**config.mk**
```make
export PLATFORM = sky130hd
export DESIGN_NAME = hazard_ctrl
export DESIGN_NICKNAME = d
export VERILOG_FILES = /design/src/rtl/riscv_pkg.sv /design/src/rtl/fwd_unit.sv /design/src/rtl/hazard_ctrl.sv
export SDC_FILE = /design/constraint.sdc
export NUM_CORES = 1
export LEC_CHECK = 0
export CAP_MARGIN = 20
export CORE_MARGIN = 3
export CORE_UTILIZATION = 40
export CTS_BUF_LIST = sky130_fd_sc_hd__clkbuf_4
export CTS_CLUSTER_SIZE = 24
export DETAILED_ROUTE_END_ITERATION = 6
export HOLD_SLACK_MARGIN = 0.1
export PLACE_DENSITY = 0.8
export SLEW_MARGIN = 20
export SYNTH_ARGS = -nofsm -noshare
export SYNTH_HDL_FRONTEND = slang
export SYNTH_HIERARCHICAL = 1
export SYNTH_SLANG_ARGS = --single-unit
```
**constraint.sdc**
```tcl
create_clock -name clk -period 2.1 [get_ports clk]
set_input_delay 0.21 -clock clk [delete_from_list [all_inputs] [get_ports clk]]
set_output_delay 0.21 -clock clk [all_outputs]
set_load 0.03 [all_outputs]
```
**src/rtl/riscv_pkg.sv**
```systemverilog
// Shared types for the RV32I pipeline: forwarding selects, multi-cycle FSM states
// and result-source encodings.
package riscv_pkg;

    typedef enum logic [1:0] {
        FWD_NONE = 2'b00,
        FWD_WB   = 2'b01,
        FWD_MEM  = 2'b10
    } fwd_sel_e;

    typedef enum logic [1:0] {
        MC_IDLE,
        MC_BUSY,
        MC_DONE
    } mc_state_e;

    localparam logic [1:0] RESULT_SRC_LOAD = 2'b01;

    // A pending write to a non-zero register that matches a source operand.
    function automatic logic reg_hit(input logic we, input logic [4:0] rd, input logic [4:0] rs);
        return we && (rd != 5'd0) && (rd == rs);
    endfunction

endpackage

```
**src/rtl/fwd_unit.sv**
```systemverilog
// EX-stage forwarding select for a single source operand; MEM beats WB, x0 never forwards.
module fwd_unit
    import riscv_pkg::*;
(
    input  logic [4:0] rs,
    input  logic [4:0] rd_mem,
    input  logic [4:0] rd_wb,
    input  logic       we_mem,
    input  logic       we_wb,
    output logic [1:0] sel
);

    fwd_sel_e sel_e;

    always_comb begin
        sel_e = FWD_NONE;
        if (reg_hit(we_mem, rd_mem, rs)) begin
            sel_e = FWD_MEM;
        end else if (reg_hit(we_wb, rd_wb, rs)) begin
            sel_e = FWD_WB;
        end
    end

    assign sel = sel_e;

endmodule

```
**src/rtl/hazard_ctrl.sv**
```systemverilog
// Central hazard controller: forwarding, load-use stalls, branch flushes and
// sequencing of the iterative multi-cycle EX unit with a timeout watchdog.
module hazard_ctrl
    import riscv_pkg::*;
#(
    parameter int MC_TIMEOUT = 64,
    parameter int PERF_W     = 32
) (
    input  logic              clk,
    input  logic              rst,
    input  logic [4:0]        Rs1D,
    input  logic [4:0]        Rs2D,
    input  logic [4:0]        Rs1E,
    input  logic [4:0]        Rs2E,
    input  logic [4:0]        RdE,
    input  logic [4:0]        RdM,
    input  logic [4:0]        RdW,
    input  logic              RegWriteM,
    input  logic              RegWriteW,
    input  logic [1:0]        ResultSrcE,
    input  logic              PCSrcE,
    input  logic              MultiCycleE,
    input  logic              McDone,
    output logic              McStart,
    output logic [1:0]        ForwardAE,
    output logic [1:0]        ForwardBE,
    output logic              StallF,
    output logic              StallD,
    output logic              StallE,
    output logic              FlushD,
    output logic              FlushE,
    output logic              BubbleM,
    output logic              McError,
    output logic [PERF_W-1:0] StallCount
);

    localparam int CW = 10;

    mc_state_e     state;
    logic [CW-1:0] cnt;
    logic [1:0]    fwd_a;
    logic [1:0]    fwd_b;
    logic          lw_stall;
    logic          mc_stall;

    fwd_unit u_fwd_a (
        .rs     (Rs1E),
        .rd_mem (RdM),
        .rd_wb  (RdW),
        .we_mem (RegWriteM),
        .we_wb  (RegWriteW),
        .sel    (fwd_a)
    );

    fwd_unit u_fwd_b (
        .rs     (Rs2E),
        .rd_mem (RdM),
        .rd_wb  (RdW),
        .we_mem (RegWriteM),
        .we_wb  (RegWriteW),
        .sel    (fwd_b)
    );

    assign lw_stall = (ResultSrcE == RESULT_SRC_LOAD) && (RdE != 5'd0) &&
                      ((RdE == Rs1D) || (RdE == Rs2D));
    assign mc_stall = ((state == MC_IDLE) && MultiCycleE) || (state == MC_BUSY);

    // Every combinational output is forced low while reset is asserted.
    always_comb begin
        McStart   = 1'b0;
        ForwardAE = FWD_NONE;
        ForwardBE = FWD_NONE;
        StallF    = 1'b0;
        StallD    = 1'b0;
        StallE    = 1'b0;
        FlushD    = 1'b0;
        FlushE    = 1'b0;
        BubbleM   = 1'b0;
        if (!rst) begin
            ForwardAE = fwd_a;
            ForwardBE = fwd_b;
            if (mc_stall) begin
                McStart = (state == MC_IDLE);
                StallF  = 1'b1;
                StallD  = 1'b1;
                StallE  = 1'b1;
                BubbleM = 1'b1;
            end else begin
                StallF = lw_stall;
                StallD = lw_stall;
                FlushD = PCSrcE;
                FlushE = lw_stall || PCSrcE;
            end
        end
    end

    always_ff @(posedge clk) begin
        if (rst) begin
            state      <= MC_IDLE;
            cnt        <= '0;
            McError    <= 1'b0;
            StallCount <= '0;
        end else begin
            case (state)
                MC_IDLE: begin
                    if (MultiCycleE) begin
                        cnt   <= CW'(1);
                        state <= MC_BUSY;
                    end
                end
                MC_BUSY: begin
                    // A completion on the timeout cycle wins over the watchdog.
                    if (McDone) begin
                        state <= MC_DONE;
                    end else if (cnt == CW'(MC_TIMEOUT)) begin
                        McError <= 1'b1;
                        state   <= MC_DONE;
                    end else begin
                        cnt <= cnt + CW'(1);
                    end
                end
                MC_DONE: state <= MC_IDLE;
                default: state <= MC_IDLE;
            endcase
            if (StallF && (StallCount != '1)) begin
                StallCount <= StallCount + PERF_W'(1);
            end
        end
    end

endmodule

```
== Yosys cells after proc, flatten, opt, wreduce, memory -nomap -nowiden ==
Index checks and enable logic that the tools add are counted.
Widths: inputs -> output; s select.

* Input bits: 44
* Flip-flop bits (word level): 45
* Memories kept: 0
* Latch bits: 0
* Logic and storage cells: 66
* Output and inout port bits: 44
* Bits in read-only memories: 0
* Memory bits (writable): 0

* Multiplexer cells: 24
* Add/subtract/negate cells: 2
* Divide/modulo/power cells: 0
* Multipliers: 0
* Shifts and indexed selects: 0
* Reductions and logical operators: 21
* Order comparisons: 0
* Equality and inequality tests: 14
* Bitwise operators: 1

{| class="wikitable"
|+ Operator list
! operator !! number
|-
| $add 32x1->32 const B || 1
|-
| $ne 32x32->1 const B || 1
|-
| $eq 5x5->1 || 6
|-
| $mux 10 || 3
|-
| $pmux 10 s2 || 1
|-
| $reduce_bool 5->1 || 3
|-
| $mux 2 || 7
|-
| $mux 1 || 12
|-
| $add 10x1->10 const B || 1
|-
| $eq 10x7->1 const B || 1
|-
| $logic_and 1x1->1 || 10
|-
| $ne 2x2->1 const B || 3
|-
| $eq 2x1->1 const B || 2
|-
| $pmux 2 s2 || 1
|-
| $reduce_and 4->1 || 1
|-
| $logic_or 1x1->1 || 3
|-
| $ne 3x2->1 const B || 1
|-
| $reduce_and 3->1 || 1
|-
| $logic_not 2->1 || 1
|-
| $reduce_and 2->1 || 1
|-
| $reduce_bool 2->1 || 1
|-
| $not 1->1 || 1
|}

== Logic depth before layout (Yosys ltp) ==
* Depth in word-level cells: 6
* Depth in mapped cells: 9

== By module ==
Netlist, hierarchy kept.

{| class="wikitable"
|+ Modules (own cells, without submodules)
! module !! times used !! cells an instance !! area an instance (µm²) !! seq. area each (µm²)
|-
| hazard_ctrl || 1 || 309 || 2531.2 || 900.9
|-
| fwd_unit || 2 || 20 || 151.4 || 0.0
|}

== Worst setup path before layout ==
No wires, ideal clock.

* Kind: register to register
* Start point: reg StallCount[0]
* End point: reg StallCount[1]
* Data required time: 1972 ps
* Data arrival time: 2110 ps
* Stages on the path, launching flop included: 10
* Buffers on the path: 2
* Setup slack: -137 ps
* Setup time: 128 ps
* Path through: dfxtp_1 -> ha_1 -> inv_1 -> nor4_1 -> a32oi_2 -> nand2_2 -> buf_2 -> buf_4 -> mux2i_1 -> nor2_1

* Longest elaborated chain between the ends: 2
* Elaborated cells between the ends (all ways): 3
* Classes of those cells: 1 x add/sub; 1 x eq/ne; 1 x reduce/logical

{| class="wikitable"
|+ Ends and longest elaborated chain
! element !! RTL line !! source
|-
| from (decl) || hazard_ctrl.sv:34 || <nowiki>output logic [PERF_W-1:0] StallCount</nowiki>
|-
| from (signal assigned) || hazard_ctrl.sv:126 || <nowiki>StallCount <= StallCount + PERF_W'(1);</nowiki>
|-
| branches (longest 2 deep; another with $add 32x1->32) || n/a ||
|}

Parallel ways; which one is timed is not known.
A chain may end at the register's enable or synchronous reset.

== Worst setup path after layout ==
* Start point: in RdE[2]
* End point: out StallD

* Longest elaborated chain between the ends: 5
* Elaborated cells between the ends (all ways): 8
* Classes of those cells: 2 x eq/ne; 2 x mux; 4 x reduce/logical

{| class="wikitable"
|+ Ends and longest elaborated chain
! element !! RTL line !! source
|-
| from (decl) || hazard_ctrl.sv:15 || <nowiki>input logic [4:0] RdE,</nowiki>
|-
| $eq 5x5->1 / $reduce_bool 5->1 (equally long branches) || hazard_ctrl.sv:65, hazard_ctrl.sv:64 ||
|-
| $logic_or 1x1->1 / $logic_and 1x1->1 (equally long branches) || hazard_ctrl.sv:65, hazard_ctrl.sv:64 ||
|-
| $logic_and 1x1->1 (*) || hazard_ctrl.sv:64 || <nowiki>assign lw_stall = (ResultSrcE == RESULT_SRC_LOAD) && (RdE != 5'd0) &&</nowiki>
|-
| $mux 1 (*) || hazard_ctrl.sv:82 || <nowiki>if (mc_stall) begin</nowiki>
|-
| $mux 1 (*) || hazard_ctrl.sv:79 || <nowiki>if (!rst) begin</nowiki>
|-
| to (decl) || hazard_ctrl.sv:28 || <nowiki>output logic StallD,</nowiki>
|}

Every way passes the cells marked *; elsewhere a longest branch is shown, timed or not.

==> impl_metrics.sql <==
INSERT INTO impl_metrics (metric_group, metric, value, unit) VALUES
('floorplan', 'die_h', '90.2', 'µm'),
('yosys', 'synthTopCellsByArea', 'sky130_fd_sc_hd__dfxtp_1 32%, sky130_fd_sc_hd__xnor2_1 8.0%, sky130_fd_sc_hd__nor2_1 4.8%', ''),
('detailed_routing', 'wl_per_cell', '13.5', 'µm'),
('place', 'placement.cell_area', '4030', 'µm²'),
('timing', 'min_period', '2.03', 'ns'),
('yosys', 'yosysTopAreaCell', 'sky130_fd_sc_hd__dfxtp_1', ''),
('floorplan', 'fp.coreArea', '6830', 'µm²'),
('cells_and_area', 'post-route-util', '0.606', ''),
('power_and_ir_drop', 'p_per_area', '413', 'nW/µm²'),
('floorplan', 'dieArea', '8130', 'µm²'),
('timing', 'holdWs', '0.139', 'ns'),
('yosys', 'synth_seq_area_share', '0.318', ''),
('yosys', 'synth-edff-count', '0', ''),
('clocking', 'worst_setup_hold_path_clk_slew', '0.13', 'ns'),
('worst_setup_path', 'worst-endpoint-arrival', '1.82', 'ns'),
('clocking', 'worst_skew_pair.late_latency', '0.36', 'ns'),
('worst_setup_path', 'critical_path_fanouts_max', '4', ''),
('detailed_routing', 'viasPerCell', '5.34', ''),
('worst_setup_path', 'worst_setup_path_start_kind', 'primary input', ''),
('yosys', 'postSynthNetCount', '396', ''),
('worst_setup_path', 'reg2reg_from', 'StallCount[1]', ''),
('yosys', 'ys_warn_count', '6', ''),
('floorplan', 'floorplan.io_pins', '88', ''),
('worst_setup_path', 'end_kind', 'output pin', ''),
('clocking', 'cts.path.max_buffers', '2', ''),
('worst_setup_path', 'ff_to_ff_path_depth', '8', ''),
('cells_and_area', 'final_cell_area', '4140', 'µm²'),
('clocking', 'num_cts_buffers', '5', ''),
('timing', 'final_period_util', '0.965', ''),
('detailed_routing', 'postRouteAntennaNets', '0', ''),
('worst_setup_path', 'timing.setup.critical_path_class', 'primary input to output pin', ''),
('yosys', 'flip_flop_and_latch_count_after_synthesis', '45', ''),
('timing', 'final_max_slew_viol_count', '0', ''),
('min_path', 'hp-class', 'primary input to flop', ''),
('timing', 'hold_viol', '0', ''),
('place', 'post-dp-hpwl', '6.00', 'mm'),
('yosys', 'synthesis.area_per_instance', '8.12', 'µm²'),
('yosys', 'synth_top_flop_cell', 'sky130_fd_sc_hd__dfxtp_1', ''),
('power_and_ir_drop', 'power.ir.vdd_worst', '0.249', 'mV'),
('timing', 'transition_time_at_the_pin_with_the_least_slew_margin', '0.564', 'ns'),
('worst_setup_path', 'timing.critical_path.required', '1.89', 'ns'),
('timing', 'finalClockSkew', '0.00950', 'ns'),
('job', 'max_cap_viol_count', '0', ''),
('floorplan', 'initial_core_util', '0.415', ''),
('cells_and_area', 'post_route_cells_drive_above_1_share', '0.201', ''),
('yosys', 'yosys.cell_types.count', '48', ''),
('timing', 'setup-violations-final', '0', ''),
('worst_setup_path', 'critical_r2r_capture', 'StallCount[19]', ''),
('detailed_routing', 'num_vias', '3004', ''),
('clocking', 'cts_max_level', '2', ''),
('clocking', 'cts_root_buf', 'sky130_fd_sc_hd__clkbuf_4', ''),
('power_and_ir_drop', 'leakagePower', '1.48', 'nW'),
('grt', 'grt_pass1_vias', '2829', ''),
('run_status', 'result_of_the_run', 'completed', ''),
('min_path', 'holdCritStartpoint', 'rst', ''),
('min_path', 'whs_path_depth', '2', ''),
('timing', 'slew_headroom', '0.623', ''),
('place', 'io_buffers', '87', ''),
('yosys', 'synth.cell_area', '2830', 'µm²'),
('grt', 'grt_pass1_wl', '12.7', 'mm'),
('cells_and_area', 'layout-area-overhead-vs-synth', '46.1', '%'),
('yosys', 'synthCells', '349', ''),
('power_and_ir_drop', 'power', '0.00171', 'W'),
('grt', 'number_of_antenna_violations_at_the_first_check_in_global_routing', '0', ''),
('clocking', 'numClockSinks', '45', ''),
('timing', 'max_clock_freq', '494', 'MHz'),
('grt', 'groute.usage.overall', '0.184', ''),
('detailed_routing', 'initialDrtViolationCount', '86', ''),
('min_path', 'timing.hold.worst_endpoint', 'cnt[1]', ''),
('timing', 'rsz0062_at_grt', 'yes', ''),
('detailed_routing', 'dr.pass1.iters', '5', '');
## logic make-up (layout without fill, tap and decap cells)
group / Yosys count / in the layout / share of synthesized area
buffers and inverters: 23 / 141 / 0.0353
flip-flops: 45 / 45 / 0.318
XOR/XNOR: 40 / 40 / 0.124
multiplexers: 8 / 8 / 0.0313
AO/OA/AOI/OAI: 57 / 57 / 0.138
adder cells (fa/ha/maj): 3 / 3 / 0.0132
AND/OR/NAND/NOR: 173 / 173 / 0.341
## layer usage
metal | GRT usage | share of wire | wire length [µm]
met3 | 0.0502 | 0.058 | 442
met4 | 0.0459 | 0.012 | 88
met2 | 0.330 | 0.51 | 3850
met5 | 0 | 0 | 0
met1 | 0.215 | 0.42 | 3210
## report_power, final
group	internal, W	switching, W	total (W)
Clock	0.000135	0.000266	0.000401
Combinational	0.000219	0.000218	0.000437
Sequential	0.000866	0.00000765	0.000873
## cells in the final DEF (no fill, tap or decap), types with 3 or more instances in the layout
| master | instances |
|---|---|
| sky130_fd_sc_hd__buf_4 | 45 |
| sky130_fd_sc_hd__dfxtp_2 | 9 |
| sky130_fd_sc_hd__nand2_1 | 23 |
| sky130_fd_sc_hd__inv_1 | 9 |
| sky130_fd_sc_hd__dlymetal6s2s_1 | 3 |
| sky130_fd_sc_hd__mux2_2 | 5 |
| sky130_fd_sc_hd__a21oi_1 | 22 |
| sky130_fd_sc_hd__nand3_1 | 18 |
| sky130_fd_sc_hd__clkdlybuf4s50_1 | 72 |
| sky130_fd_sc_hd__nor3_2 | 3 |
| sky130_fd_sc_hd__xnor2_1 | 26 |
| sky130_fd_sc_hd__xor2_1 | 14 |
| sky130_fd_sc_hd__nor4_1 | 6 |
| sky130_fd_sc_hd__dfxtp_1 | 36 |
| sky130_fd_sc_hd__o21ai_0 | 11 |
| sky130_fd_sc_hd__nor2b_1 | 15 |
| sky130_fd_sc_hd__clkbuf_4 | 6 |
| sky130_fd_sc_hd__nand4_1 | 12 |
| sky130_fd_sc_hd__ha_1 | 3 |
| sky130_fd_sc_hd__o31ai_1 | 8 |
| sky130_fd_sc_hd__nor3_1 | 12 |
| sky130_fd_sc_hd__or4_1 | 8 |
| sky130_fd_sc_hd__and3_1 | 5 |
| sky130_fd_sc_hd__or3_1 | 14 |
| sky130_fd_sc_hd__nor2_1 | 36 |
| sky130_fd_sc_hd__or2_2 | 3 |
## flip-flops by register name, summed over array words and instances (netlist names)
register    flops
StallCount     32
state           2
McError         1
cnt            10
## worst max-delay path, cell delays in order
cell	delay [ns]
sky130_fd_sc_hd__clkdlybuf4s50_1	0.47
sky130_fd_sc_hd__nor4_1	0.39
sky130_fd_sc_hd__nand2_1	0.13
sky130_fd_sc_hd__a31oi_1	0.30
sky130_fd_sc_hd__nor2_1	0.11
sky130_fd_sc_hd__buf_4	0.20
## cell usage after synthesis, types with 8 or more instances
cell type,n
sky130_fd_sc_hd__dfxtp_1,45
sky130_fd_sc_hd__nor2_1,36
sky130_fd_sc_hd__xnor2_1,26
sky130_fd_sc_hd__a21oi_1,23
sky130_fd_sc_hd__nand2_1,23
sky130_fd_sc_hd__nand3_1,18
sky130_fd_sc_hd__nor2b_1,15
sky130_fd_sc_hd__or3_1,14
sky130_fd_sc_hd__xor2_1,14
sky130_fd_sc_hd__nor3_1,13
sky130_fd_sc_hd__nand4_1,12
sky130_fd_sc_hd__o21ai_0,11
sky130_fd_sc_hd__inv_1,10
sky130_fd_sc_hd__or4_1,9
sky130_fd_sc_hd__nor4_1,8
sky130_fd_sc_hd__o31ai_1,8
## metrics by stage
step                setup TNS, ns  instances  setup WS, ns
finish                          0        563        0.0740
global route              -0.0290        563       -0.0195
CTS                             0        561        0.0477
detailed placement          -3.69        554        -0.246
global placement            -2.25        554        -0.163
floorplan                       0        349       0.00294
## area by class of cell
| cell class | instances | area [µm²] |
|---|---|---|
| Clock buffer | 6 | 45.0 |
| Inverter | 10 | 37.5 |
| Fill cell | 622 | 2690 |
| Multi-Input combinational cell | 281 | 1880 |
| Sequential cell | 45 | 912 |
| Clock inverter | 1 | 3.75 |
| Tap cell | 96 | 120 |
| Timing Repair Buffer | 124 | 1140 |
## how the worst max path moves through the flow
stage / start / endpoint / depth (start not counted)
2_1_floorplan: StallCount[0] / StallCount[21] / 8
3_3_place_gp: RdE[0] / StallCount[13] / 8
3_5_place_dp: RdE[1] / StallCount[17] / 8
4_1_cts: RdE[1] / StallD / 6
5_1_grt: StallCount[1] / StallCount[19] / 8
6_report: RdE[2] / StallD / 6
## what timing repair did
| item | 4_1_cts | 5_1_grt |
|---|---|---|
| hold buffers | 0 | 0 |
| resized for setup | 2 | 12 |
| setup buffers | 0 | 2 |
| endpoints found under the hold margin | 0 | 0 |
| pin swaps | 0 | 11 |
| setup endpoints to repair | 2 | 23 |
Power figures use the tool's default switching activity.
